### src/rtl/seg7_card_reader.sv
// Recovers a card from active-low 7-seg drive lines, debounced, with valid/ready output.
// Define SEG7_READER_SCORE_EN to build the baccarat hand scorer.
module seg7_card_reader #(
  parameter int unsigned STABLE_CYCLES = 4
) (
  input  logic       slow_clock,
  input  logic       resetb,
  input  logic [6:0] seg7,
  input  logic       clear,
  input  logic       card_ready,
  output logic [3:0] card,
  output logic       card_valid,
  output logic       code_err,
  output logic [3:0] hand_score,
  output logic [1:0] card_count,
  output logic       hand_ovf
);

  typedef enum logic [1:0] {
    WAIT_BLANK,
    ARMED,
    HOLD
  } state_e;

  state_e     state_q;
  logic [6:0] prev_q;
  logic [7:0] cnt_q;
  logic [3:0] card_q;
  logic       valid_q;
  logic       err_q;

  logic [3:0] dec_card;
  logic       is_blank;
  logic       is_card;
  logic       stable;
  logic       consume;

  // prev_q holds the pattern that the run counter has been counting
  always_comb begin
    dec_card = 4'd0;
    is_blank = 1'b0;
    unique case (prev_q)
      7'b0001000: dec_card = 4'd1;
      7'b0100100: dec_card = 4'd2;
      7'b0110000: dec_card = 4'd3;
      7'b0011001: dec_card = 4'd4;
      7'b0010010: dec_card = 4'd5;
      7'b0000010: dec_card = 4'd6;
      7'b1111000: dec_card = 4'd7;
      7'b0000000: dec_card = 4'd8;
      7'b0010000: dec_card = 4'd9;
      7'b1000000: dec_card = 4'd10;
      7'b1100001: dec_card = 4'd11;
      7'b0011000: dec_card = 4'd12;
      7'b0001001: dec_card = 4'd13;
      7'b1111111: is_blank = 1'b1;
      default:    dec_card = 4'd0;
    endcase
  end

  assign is_card = (dec_card != 4'd0);
  assign stable  = (cnt_q == 8'(STABLE_CYCLES));
  assign consume = valid_q && card_ready;

  always_ff @(posedge slow_clock or negedge resetb) begin
    if (!resetb) begin
      state_q <= WAIT_BLANK;
      prev_q  <= '0;
      cnt_q   <= '0;
      card_q  <= '0;
      valid_q <= 1'b0;
      err_q   <= 1'b0;
    end else begin
      prev_q <= seg7;
      err_q  <= 1'b0;
      if (seg7 != prev_q)
        cnt_q <= 8'd1;
      else if (cnt_q != 8'hff)
        cnt_q <= cnt_q + 8'd1;
      unique case (state_q)
        WAIT_BLANK: begin
          if (stable && is_blank) begin
            state_q <= ARMED;
            cnt_q   <= '0;
          end
        end
        ARMED: begin
          if (stable && !is_blank) begin
            cnt_q <= '0;
            if (is_card) begin
              state_q <= HOLD;
              card_q  <= dec_card;
              valid_q <= 1'b1;
            end else begin
              state_q <= WAIT_BLANK;
              err_q   <= 1'b1;
            end
          end
        end
        HOLD: begin
          if (card_ready) begin
            state_q <= WAIT_BLANK;
            cnt_q   <= '0;
            card_q  <= '0;
            valid_q <= 1'b0;
          end
        end
        default: state_q <= WAIT_BLANK;
      endcase
    end
  end

  assign card       = card_q;
  assign card_valid = valid_q;
  assign code_err   = err_q;

`ifdef SEG7_READER_SCORE_EN
  logic [3:0] score_q;
  logic [1:0] count_q;
  logic       ovf_q;
  logic [3:0] pts;
  logic [4:0] sum;

  assign pts = (card_q <= 4'd9) ? card_q : 4'd0;
  assign sum = {1'b0, score_q} + {1'b0, pts};

  always_ff @(posedge slow_clock or negedge resetb) begin
    if (!resetb) begin
      score_q <= '0;
      count_q <= '0;
      ovf_q   <= 1'b0;
    end else if (clear) begin
      score_q <= '0;
      count_q <= '0;
      ovf_q   <= 1'b0;
    end else if (consume) begin
      if (count_q == 2'd3) begin
        ovf_q <= 1'b1;
      end else begin
        score_q <= (sum >= 5'd10) ? 4'(sum - 5'd10) : sum[3:0];
        count_q <= count_q + 2'd1;
      end
    end
  end

  assign hand_score = score_q;
  assign card_count = count_q;
  assign hand_ovf   = ovf_q;
`else
  logic unused_score;
  assign unused_score = clear ^ consume;
  assign hand_score   = '0;
  assign card_count   = '0;
  assign hand_ovf     = 1'b0;
`endif

endmodule

### config.mk
export PLATFORM = sky130hd
export DESIGN_NAME = seg7_card_reader
export DESIGN_NICKNAME = d
export VERILOG_FILES = /design/src/rtl/seg7_card_reader.sv
export SDC_FILE = /design/constraint.sdc
export NUM_CORES = 1
export LEC_CHECK = 0
export BUFFER_PORTS_ARGS = -buffer_cell sky130_fd_sc_hd__buf_2
export CORE_MARGIN = 10
export CORE_UTILIZATION = 35
export CTS_CLUSTER_DIAMETER = 40
export CTS_CLUSTER_SIZE = 8
export DETAILED_ROUTE_END_ITERATION = 6
export GPL_ROUTABILITY_DRIVEN = 0
export SETUP_SLACK_MARGIN = 0.2
export SYNTH_ARGS = -nofsm -noshare
export SYNTH_HDL_FRONTEND = slang
export SYNTH_SLANG_ARGS = --single-unit
export TNS_END_PERCENT = 30
### constraint.sdc
create_clock -name slow_clock -period 3.82 [get_ports slow_clock]
set_input_delay 0.573 -clock slow_clock [delete_from_list [all_inputs] [get_ports slow_clock]]
set_output_delay 0.573 -clock slow_clock [all_outputs]
set_load 0.02 [all_outputs]
After elaboration in Yosys (flattened, before gate mapping). Index checks and enable logic that the tools add are counted.

$add $sub $neg: 1. Equal/unequal tests: 22. Muxes and demuxes: 24. Reductions and logical operators: 9.

Operator list (count): case mux 4 bit (13 select lines) (1); two-way mux 8 bit (5); equality test 7 x 5 -> 1 bit (second input constant) (4); equality test 7 bit (second input constant) (4); case mux 8 bit (3 select lines) (1); equality test 7 x 4 -> 1 bit (second input constant) (2); equality test 7 x 6 -> 1 bit (second input constant) (2); two-way mux 4 bit (3); adder 8 x 1 -> 8 bit (second input constant) (1); equality test 8 x 3 -> 1 bit (second input constant) (1); two-way mux 2 bit (4); != test 2 bit (second input constant) (4); != test 8 bit (second input constant) (1); case mux 4 bit (2 select lines) (1); equality test 7 x 2 -> 1 bit (second input constant) (1); logical NOT 7 bit (1); two-way mux 1 bit (7); != test 7 bit (1); case mux 2 bit (3 select lines) (1); AND reduction 4 bit (1); nonzero test 4 bit (1); AND reduction 3 bit (1); equality test 2 x 1 -> 1 bit (second input constant) (1); equality test 2 bit (second input constant) (1); other kinds (5) (6).

Bits in registers: 23. Input port bits: 11. Output and inout port bits: 13.

Longest topological paths before layout. Gate-level depths: netlist of run 1.

Depth after elaboration: 6. Gate-level depth with buffers: 6.

Least setup slack after synthesis of run 1. No wires, ideal clock.

Path kind: register to register. Start: reg prev_q[0]. End: reg card_q[1] (netlist: card[1]). Library setup time: 0.137 ns. Arrival time: 1.754 ns. Required time: 3.683 ns. Setup slack: 1.929 ns. Cell stages (with the launch flop): 7. Path buffers: 1. Period minus slack after synthesis: 1.891 ns. Path through: dfrtp_1 -> buf_6 -> or3_4 -> o32a_1 -> or2_4 -> a311oi_2 -> o32ai_1.

Longest elaborated chain between the ends: 6. Elaborated cells between the ends (all ways): 25.

RTL lines: start, declared (RTL line 26) `logic [6:0] prev_q;`; start signal, assigned (RTL line 74) `prev_q <= seg7;`; parallel branches: the longest is 6 deep, another holds case mux 4 bit (13 select lines); end signal, assigned (RTL line 92) `card_q <= dec_card;`; end, declared (RTL line 28) `logic [3:0] card_q;`.

Several ways; the timed one is not identified. The select of a mux whose other input is x is not followed. A chain may end at the register's enable or synchronous reset.

Final worst setup path of run 1. Same ends and word-level chain as after synthesis.

==> results of run 1 <==
## cells in the final DEF (no fill, tap or decap), types with 2 or more instances in the layout
master and instances:
and3_1 2, inv_1 3, and4_1 2, buf_2 15, nor2_1 16, xor2_1 6, nor3_1 7, dfrtp_1 23
nand2b_1 2, conb_1 7, nor4_1 2, nand3_1 5, o32ai_1 2, nand3b_1 2, nand4_1 6, o22ai_1 2
a31oi_1 3, ha_1 2, xnor2_1 8, clkbuf_8 3, a21oi_1 11, nand2_1 11, or3_1 2
## how the worst max path moves through the flow
stage	to	start	slack, ps	cells past startpoint
floorplan	card[1]	prev_q[0]	1930	6
global placement	cnt_q[7]	seg7[3]	1790	6
detailed placement	cnt_q[7]	seg7[3]	1770	6
CTS	card[1]	prev_q[0]	1770	5
global route	cnt_q[7]	prev_q[4]	1530	5
finish	card[1]	prev_q[0]	1770	5
## metrics by stage
stage	utilization	power, mW	std cells	hold slack [ps]
after global routing	0.389	0.479	220	315
final	0.389	0.452	220	274
after detailed placement	0.378	0.305	216	546
after global placement	0.378	0.302	216	526
after floorplan	-	0.296	166	277
after CTS	0.389	0.456	220	293
## layer usage
layer	global-route usage	share of wire
met5	0	0
met3	0.0280	0.051
met4	0.0269	0.010
met1	0.117	0.48
met2	0.148	0.46
## worst max-delay path, stage by stage (launching register included)
cell      delay, ps
dfrtp_1         500
or3_4           440
o32a_1          310
or2_4           280
a311oi_2        250
o32ai_1         140
## area by class of cell
cell class	instances	area, µm²
Clock buffer	4	45.0
Fill cell	420	2460
Inverter	3	11.3
Multi-Input combinational cell	125	800
Sequential cell	23	576
Tap cell	50	62.6
Timing Repair Buffer	15	75.1
## power groups by stage
| stage | Combinational, mW | Sequential, mW | Clock [mW] |
|---|---|---|---|
| after floorplan | 0.0427 | 0.254 | 0 |
| after global placement | 0.0394 | 0.263 | 0 |
| after detailed placement | 0.0410 | 0.264 | 0 |
| after CTS | 0.0412 | 0.259 | 0.156 |
| after global routing | 0.0467 | 0.260 | 0.172 |
| final | 0.0409 | 0.259 | 0.153 |
## flip-flops by register name (all words and copies together) (netlist names)
name and count:
card_valid 1, cnt_q 8, code_err 1, state_q 2, prev_q 7, card 4
## cells by family after synthesis
| logic type | after synthesis |
|---|---|
| and+or+nand+nor | 69 |
| xor gates and xnor gates | 14 |
| other | 1 |
| AOI/OAI and AO/OA | 33 |
| buffers and inverters | 18 |
| adders and majority gates | 2 |
| DFF | 23 |
==> metrics.yaml, run 1 <==
die:
  dieHeight_um: 84.6
  start_util: 0.362
  dieArea_um2: 7160
  core_um2: 4030
  pin_count: 24
  die_w_um: 84.6
  rows: 23
synth:
  synth_top_family_by_area: "simple AND/OR/NAND/NOR gates"
  yosys_warnings: 0
  syn_avg_cell_area_um2: 9.13
  yosys.area_share.adder: 0.0171
  synth-seq-cells: 23
  synth.most_common_cell: "dfrtp_1"
  synthXorXnorAreaFrac: 0.0840
  synth_edf_count: 0
  synth_area_um2: 1460
  ys_seq_area_frac: 0.394
  synth_compound_area_frac: 0.165
  synth_simple_gate_area_frac: 0.263
  muxShareOfSynthArea: 0
  synth_flop_cell: "dfrtp_1"
  synth_area_leaders: "dfrtp_1 39%, xnor2_1 4.8%, nor2_1 4.1%, a21oi_1 3.8%, buf_4 3.6%"
  yosys.cell_types.count: 52
  yosys.area.top_type: "dfrtp_1"
  netlist.area_leader.share: 0.394
  synthCells: 160
  async_reset_ff_frac: 1.00
  synthTopCellsByCount: "23 x dfrtp_1, 16 x nor2_1, 11 x a21oi_1, 11 x nand2_1, 8 x xnor2_1"
worst_setup_path:
  worst_r2r_endpoint: "card[1]"
  required_ps: 3960
  r2r-start: "prev_q[0]"
  r2r_setup_slack_ps: 1770
  reg2reg_depth: 5
  startpoint_type: "flop"
  crit_path_end_kind: "flop"
  path_max_fanout: 10
  worstSetupPathType: "reg2reg"
  crit_arrival_ps: 2190
final_layout:
  diodes: 0
  fin_area_um2: 1570
  syn2layout_area_growth_pct: 7.45
  num-nets-final: 184
  drive_gt1_frac: 0.165
global_route:
  grt_max_degree: 24
  grt-ovfl-total: 0
  antenna_found_initial: 0
  groute.usage.overall: 0.0925
  grt_pass1_wl_um: 5780
  grt_pass1_vias: 1271
power:
  power.switching_mw: 0.114
  p_int_mw: 0.338
  p_clk_frac: 0.337
  p_per_area_nw_per_um2: 288
  combPwrFrac: 0.090
  seq_power_share: 0.572
  vdd_ir_drop_max_uv: 105
  swShare: 0.253
  p_leak_nw: 0.617
drt:
  drtIter0Drc: 96
  drtAntennaViolNets: 0
  wl_per_cell_um: 14.4
  drc: 0
  drt_pass1_iterations: 4
  num_vias: 1200
  drt-total-wl_um: 3180
  avgViaCountPerCell: 5.45
placed_design:
  portBuffers: 15
  dpl_worst_slack_ps: 1770
  place_area_um2: 1520
  post-dp-hpwl_um: 2370
sta:
  tns_ps: 0
  fmax_mhz: 487
  final.min_clock_period_ps: 2050
  worstMarginPinSlew_ps: 596
  rsz0062_at_grt: "no"
  clock-skew-final_ps: 1.47
  layout_setup_ws_ps: 1770
  period_share: 0.537
  relSlewSlack: 0.602
  slew_viol_final: 0
  hold_violations: 0
  setup_viol: 0
clock_network:
  cts_max_path_buffers: 2
  cts_hold_buffers: 0
  cts.sinks: 23
  root_buffer: "clkbuf_8"
  cts_made_buffers: 3
  cts_tree: "yes"
  clk_pin_slew_ps: 80
  post_cts_buffers: 0
  cts_max_level: 1
  clock_latency_ps: 260
  cts_resized: 0
run:
  drv_cap: 0
run_status:
  status: "finished, final reports clean"
hold_path:
  hold_path.class: "in2async"
Note: power is estimated with default switching activity, not from simulation.
==> inputs of run 2 (changes only) <==
==> constraint.sdc (replaced) <==
create_clock -name slow_clock -period 2.06 [get_ports slow_clock]
set_input_delay 0.309 -clock slow_clock [delete_from_list [all_inputs] [get_ports slow_clock]]
set_output_delay 0.309 -clock slow_clock [all_outputs]
set_load 0.02 [all_outputs]
==> run 2 against run 1 <==
Die area did not move. Cell area rose by 8.1%. Utilization rose by 3.1 points. Sequential power rose by 83%.
==> metrics.yaml, run 2 (synthesized netlist as in run 1, its figures left out) <==
drt:
  avgViaCountPerCell: 5.30  # -2.9%
  drt-total-wl_um: 3210  # +1.1%
  drt_pass1_iterations: 6  # +2
  wl_met3_um: 192  # +18%
  routed.top_layer: "met4"
  drtAntennaViolNets: 0  # unchanged
  drc: 0  # unchanged
  wl_met1_um: 1490  # -1.7%
  drtIter0Drc: 48  # -50%
  num_vias: 1224  # +2.0%
  routed-wl-met2_um: 1510  # +2.7%
  wl_per_cell_um: 13.9  # -3.7%
clock_network:
  cts_hold_buffers: 0  # unchanged
  cts_tree: "yes"
  cts_max_path_buffers: 2  # unchanged
  cts_made_buffers: 3  # unchanged
  cts.sinks: 23  # unchanged
  root_buffer: "clkbuf_8"
  clk_pin_slew_ps: 80  # about the same
  clock_latency_ps: 260  # about the same
  cts_max_level: 1  # unchanged
sta:
  fmax_mhz: 522  # +7.1%
  tns_ps: 0  # unchanged
  slew_viol_final: 0  # unchanged
  hold_violations: 0  # unchanged
  rsz0062_at_grt: "yes"
  clock-skew-final_ps: 4.51  # +3.04 ps
  setup_viol: 0  # unchanged
  worstMarginPinSlew_ps: 516  # -79.7 ps
  final.min_clock_period_ps: 1920  # -136 ps
  relSlewSlack: 0.656  # +0.0538
  fin_hold_ws_ps: 14.6  # -259 ps
  period_share: 0.931  # +0.393
final_layout:
  num-nets-final: 195  # +6.0%
  top_register: "cnt_q"
  diodes: 0  # unchanged
  final_common_cell: "dfrtp_1"
  mostFrequentLayoutCells: "18 x dfrtp_1, 15 x nor2_1, 15 x buf_2"
  syn2layout_area_growth_pct: 16.1
  drive_gt1_frac: 0.271  # +0.106
  largest_register_ffs: 8  # unchanged
placed_design:
  post-dp-hpwl_um: 2390  # +0.95%
  portBuffers: 15  # unchanged
power:
  p_per_area_nw_per_um2: 499  # +73%
  combPwrFrac: 0.113  # +0.023
  swShare: 0.249  # -0.00413
  power.switching_mw: 0.211  # +84%
  p_int_mw: 0.636  # +88%
  seq_power_share: 0.560  # -0.012
  p_leak_nw: 0.681  # +10%
  p_clk_frac: 0.326  # -0.011
  vdd_ir_drop_max_uv: 254  # +140%
die:
  dieArea_um2: 7160  # unchanged
  rows: 23  # unchanged
  dieHeight_um: 84.6  # unchanged
  core_um2: 4030  # unchanged
  pin_count: 24  # unchanged
  die_w_um: 84.6  # unchanged
  start_util: 0.362  # unchanged
run:
  drv_cap: 0  # unchanged
global_route:
  antenna_found_initial: 0  # unchanged
  grt_pass1_vias: 1209  # -4.9%
  grt_max_degree: 24  # unchanged
  grt_pass1_wl_um: 5410  # -6.5%
  groute.usage.overall: 0.0864  # -0.00617
  grt-ovfl-total: 0  # unchanged
worst_setup_path:
  startpoint_type: "flop"
  crit_arrival_ps: 2050  # -140 ps
  required_ps: 2200  # -1760 ps
  worstSetupPathType: "reg2reg"
  crit_path_end_kind: "flop"
  r2r-start: "prev_q[1]"
  cp-startpoint: "prev_q[1]"
  path_max_fanout: 4  # -6
hold_path:
  hold_path.class: "in2async"
run_status:
  status: "finished, final reports clean"
run 2: layout make-up:
cell class | count | area, µm²
clock buffer | 4 | 45.0
fill | 400 | 2330
inverter | 3 | 11.3
multi-input combinational | 125 | 837
sequential | 23 | 582
tap | 50 | 62.6
timing repair buffer | 26 | 158
run 2: power groups by stage:
stage | Sequential, mW | Clock (mW) | Combinational, mW
finish | 0.475 | 0.276 | 0.0959
global route | 0.476 | 0.305 | 0.107
CTS | 0.473 | 0.282 | 0.0907
detailed placement | 0.483 | 0 | 0.0858
global placement | 0.482 | 0 | 0.0836
floorplan | 0.470 | 0 | 0.0792
run 2: repair_timing:
action,CTS,global route
resized for setup,3,8
setup endpoints to repair,6,12
pin swaps,0,1
buffers inserted,2,2
run 2: path summary, 6_finish.rpt:
path / end / slack (ps) / cells after the start
worst max-delay path: card[3] / 140 / 5
worst min-delay path: card[0] / 10 / 1
worst max register to register: card[3] / 140 / 5
worst min register to register: card[0] / 540 / 2
max in group asynchronous: prev_q[3] / 1670 / 1
min in group slow_clock: prev_q[4] / 170 / 1
run 2: stage by stage:
stage / utilization / cell area, µm² / setup WS (ps) / cells / power (mW)
after floorplan: - / 1480 / 176 / 166 / 0.549
after global placement: 0.391 / 1580 / 119 / 223 / 0.566
after detailed placement: 0.391 / 1580 / 103 / 223 / 0.569
after CTS: 0.408 / 1650 / 160 / 229 / 0.846
after global routing: 0.421 / 1700 / 103 / 231 / 0.889
final: 0.421 / 1700 / 143 / 231 / 0.847
run 2: critical path, cell delays in order (launching register included):
cell      delay (ps)
dfrtp_2          440
or3_4            380
o32a_1           310
or2_4            290
a311oi_4         240
o22ai_1          140
run 2: layer usage:
metal  global-route usage  vias up
met2                0.143       35
met1                0.103      581
li1                     -      606
met4               0.0284        0
met5                    0        -
met3               0.0271        2
==> inputs of run 3 (changes only) <==
==> constraint.sdc (replaced) <==
create_clock -name slow_clock -period 1.6 [get_ports slow_clock]
set_input_delay 0.32 -clock slow_clock [delete_from_list [all_inputs] [get_ports slow_clock]]
set_output_delay 0.32 -clock slow_clock [all_outputs]
set_load 0.02 [all_outputs]
==> run 3 against run 2 <==
The flow now finishes with violations (negative setup slack). Combinational power grew 78%. Clock skew fell by 3.2 ps. Largest power group unchanged. Critical path type unchanged. First-iteration DRC count is 65% higher.
==> metrics.yaml, run 3 (synthesized netlist as in run 1, its figures left out) <==
power:
  vdd_ir_drop_max_uv: 508  # +100%
  p_total_mw: 1.14  # +35%
  p_leak_nw: 0.844  # +24%
  p_per_area_nw_per_um2: 575  # +15%
final_layout:
  fin_area_um2: 1990  # +17%
  drive_gt1_frac: 0.404  # +0.133
  syn2layout_area_growth_pct: 36.2
  diodes: 0  # unchanged
  largest_register_ffs: 8  # unchanged
  final_core_util: 0.493  # +0.0727
  final_common_cell: "buf_4"
  mostFrequentLayoutCells: "39 x buf_4, 21 x dfrtp_1, 15 x nor2_1, 15 x buf_2, 11 x nand2_1"
  top_register: "cnt_q"
  num-nets-final: 227  # +16%
  final_cells: 263  # +14%
clock_network:
  cts_made_buffers: 3  # unchanged
  clk_pin_slew_ps: 90  # about the same
  root_buffer: "clkbuf_8"
  cts_max_path_buffers: 2  # unchanged
  clock_latency_ps: 260  # about the same
  cts.sinks: 23  # unchanged
  cts_tree: "yes"
  cts_max_level: 1  # unchanged
placed_design:
  dpl_worst_slack_ps: -270  # -373 ps
  portBuffers: 15  # unchanged
  place_area_um2: 1830  # +16%
  placedCellCount: 257  # +15%
  post-dp-hpwl_um: 2880  # +20%
drt:
  drt_pass1_iterations: 4  # -2
  drtAntennaViolNets: 0  # unchanged
  wl_per_cell_um: 14.6  # +4.8%
  num_vias: 1363  # +11%
  drc: 0  # unchanged
  drtIter0Drc: 79  # +65%
  avgViaCountPerCell: 5.18  # -2.2%
  drt-total-wl_um: 3830  # +19%
run:
  drv_cap: 0  # unchanged
worst_setup_path:
  r2r_setup_slack_ps: -290  # -430 ps
  startpoint_type: "flop"
  worst_r2r_endpoint: "card[3]"
  r2r-start: "prev_q[1]"
  crit_path_end_kind: "flop"
  required_ps: 1740  # -460 ps
  crit_arrival_ps: 2030  # -20 ps
  reg2reg_depth: 5  # unchanged
  worstSetupPathType: "reg2reg"
  path_max_fanout: 4  # unchanged
sta:
  layout_setup_ws_ps: -287  # -430 ps
  relSlewSlack: 0.649  # -0.00718
  final.min_clock_period_ps: 1890  # -30.1 ps
  hold_violations: 0  # unchanged
  setup_viol: 14  # +14
  slew_viol_final: 0  # unchanged
  period_share: 1.18  # +0.249
  fmax_mhz: 530  # +1.6%
  clock-skew-final_ps: 1.35  # -3.16 ps
  rsz0062_at_grt: "yes"
  worstMarginPinSlew_ps: 527  # +10.8 ps
global_route:
  grt_pass1_wl_um: 6380  # +18%
  antenna_found_initial: 0  # unchanged
  grt-ovfl-total: 0  # unchanged
  groute.usage.overall: 0.105  # +0.0188
  grt_max_degree: 24  # unchanged
  grt_pass1_vias: 1413  # +17%
die:
  pin_count: 24  # unchanged
  core_um2: 4030  # unchanged
  die_w_um: 84.6  # unchanged
  dieHeight_um: 84.6  # unchanged
  start_util: 0.362  # unchanged
  rows: 23  # unchanged
  dieArea_um2: 7160  # unchanged
hold_path:
  hold_path.class: "in2async"
run_status:
  violations: "negative setup slack"
  status: "finished with violations"
run 3: how the worst max path moves through the flow:
stage              start       end
6_report       prev_q[1]   card[3]
5_1_grt        prev_q[1]  cnt_q[6]
4_1_cts        prev_q[0]   card[3]
3_5_place_dp   prev_q[1]   card[3]
3_3_place_gp   prev_q[1]   card[3]
2_1_floorplan  prev_q[0]   card[3]
run 3: layout make-up:
cell class              instances  area, µm²
repair buffers                 58        413
clock buffers                   3       41.3
clock inverters                 1       5.00
flip-flops and latches         23        578
fillers                       384       2040
inverters                       3       11.3
multi-input cells             125        877
well taps                      50       62.6
run 3: critical path: stages, from the launching register on:
cell	delay [ps]
dfrtp_1	410
or3_4	370
o32a_1	310
or2_4	290
a311oi_2	250
o22ai_1	140
run 3: per-stage QoR:
step | hold slack (ps) | TNS, ps
CTS | 48.5 | -1930
global placement | 322 | -1600
finish | 23.5 | -2380
global route | 56.8 | -3790
floorplan | 24.4 | -1670
detailed placement | 337 | -2250
run 3: power by group:
part | total, mW | internal (mW) | switching, mW | leakage (nW)
clock network | 0.369 | 0.174 | 0.195 | 0.0255
registers | 0.603 | 0.591 | 0.0123 | 0.277
logic | 0.171 | 0.0792 | 0.0916 | 0.542
total | 1.14 | 0.844 | 0.299 | 0.844
run 3: timing repair:
item	4_1_cts	5_1_grt
cloned	0	0
resized for setup	13	7
hold buffers	0	0
pin swaps	12	6
setup buffers	2	0
endpoints found under the setup margin	15	15
hold endpoints to repair	0	0
run 3: layer usage:
layer / GRT usage / up-vias / part of all wire
met5: 0 / - / 0
met4: 0.0269 / 0 / 0.0076
met3: 0.0319 / 2 / 0.046
met2: 0.185 / 27 / 0.51
met1: 0.120 / 664 / 0.44
li1: - / 670 / -
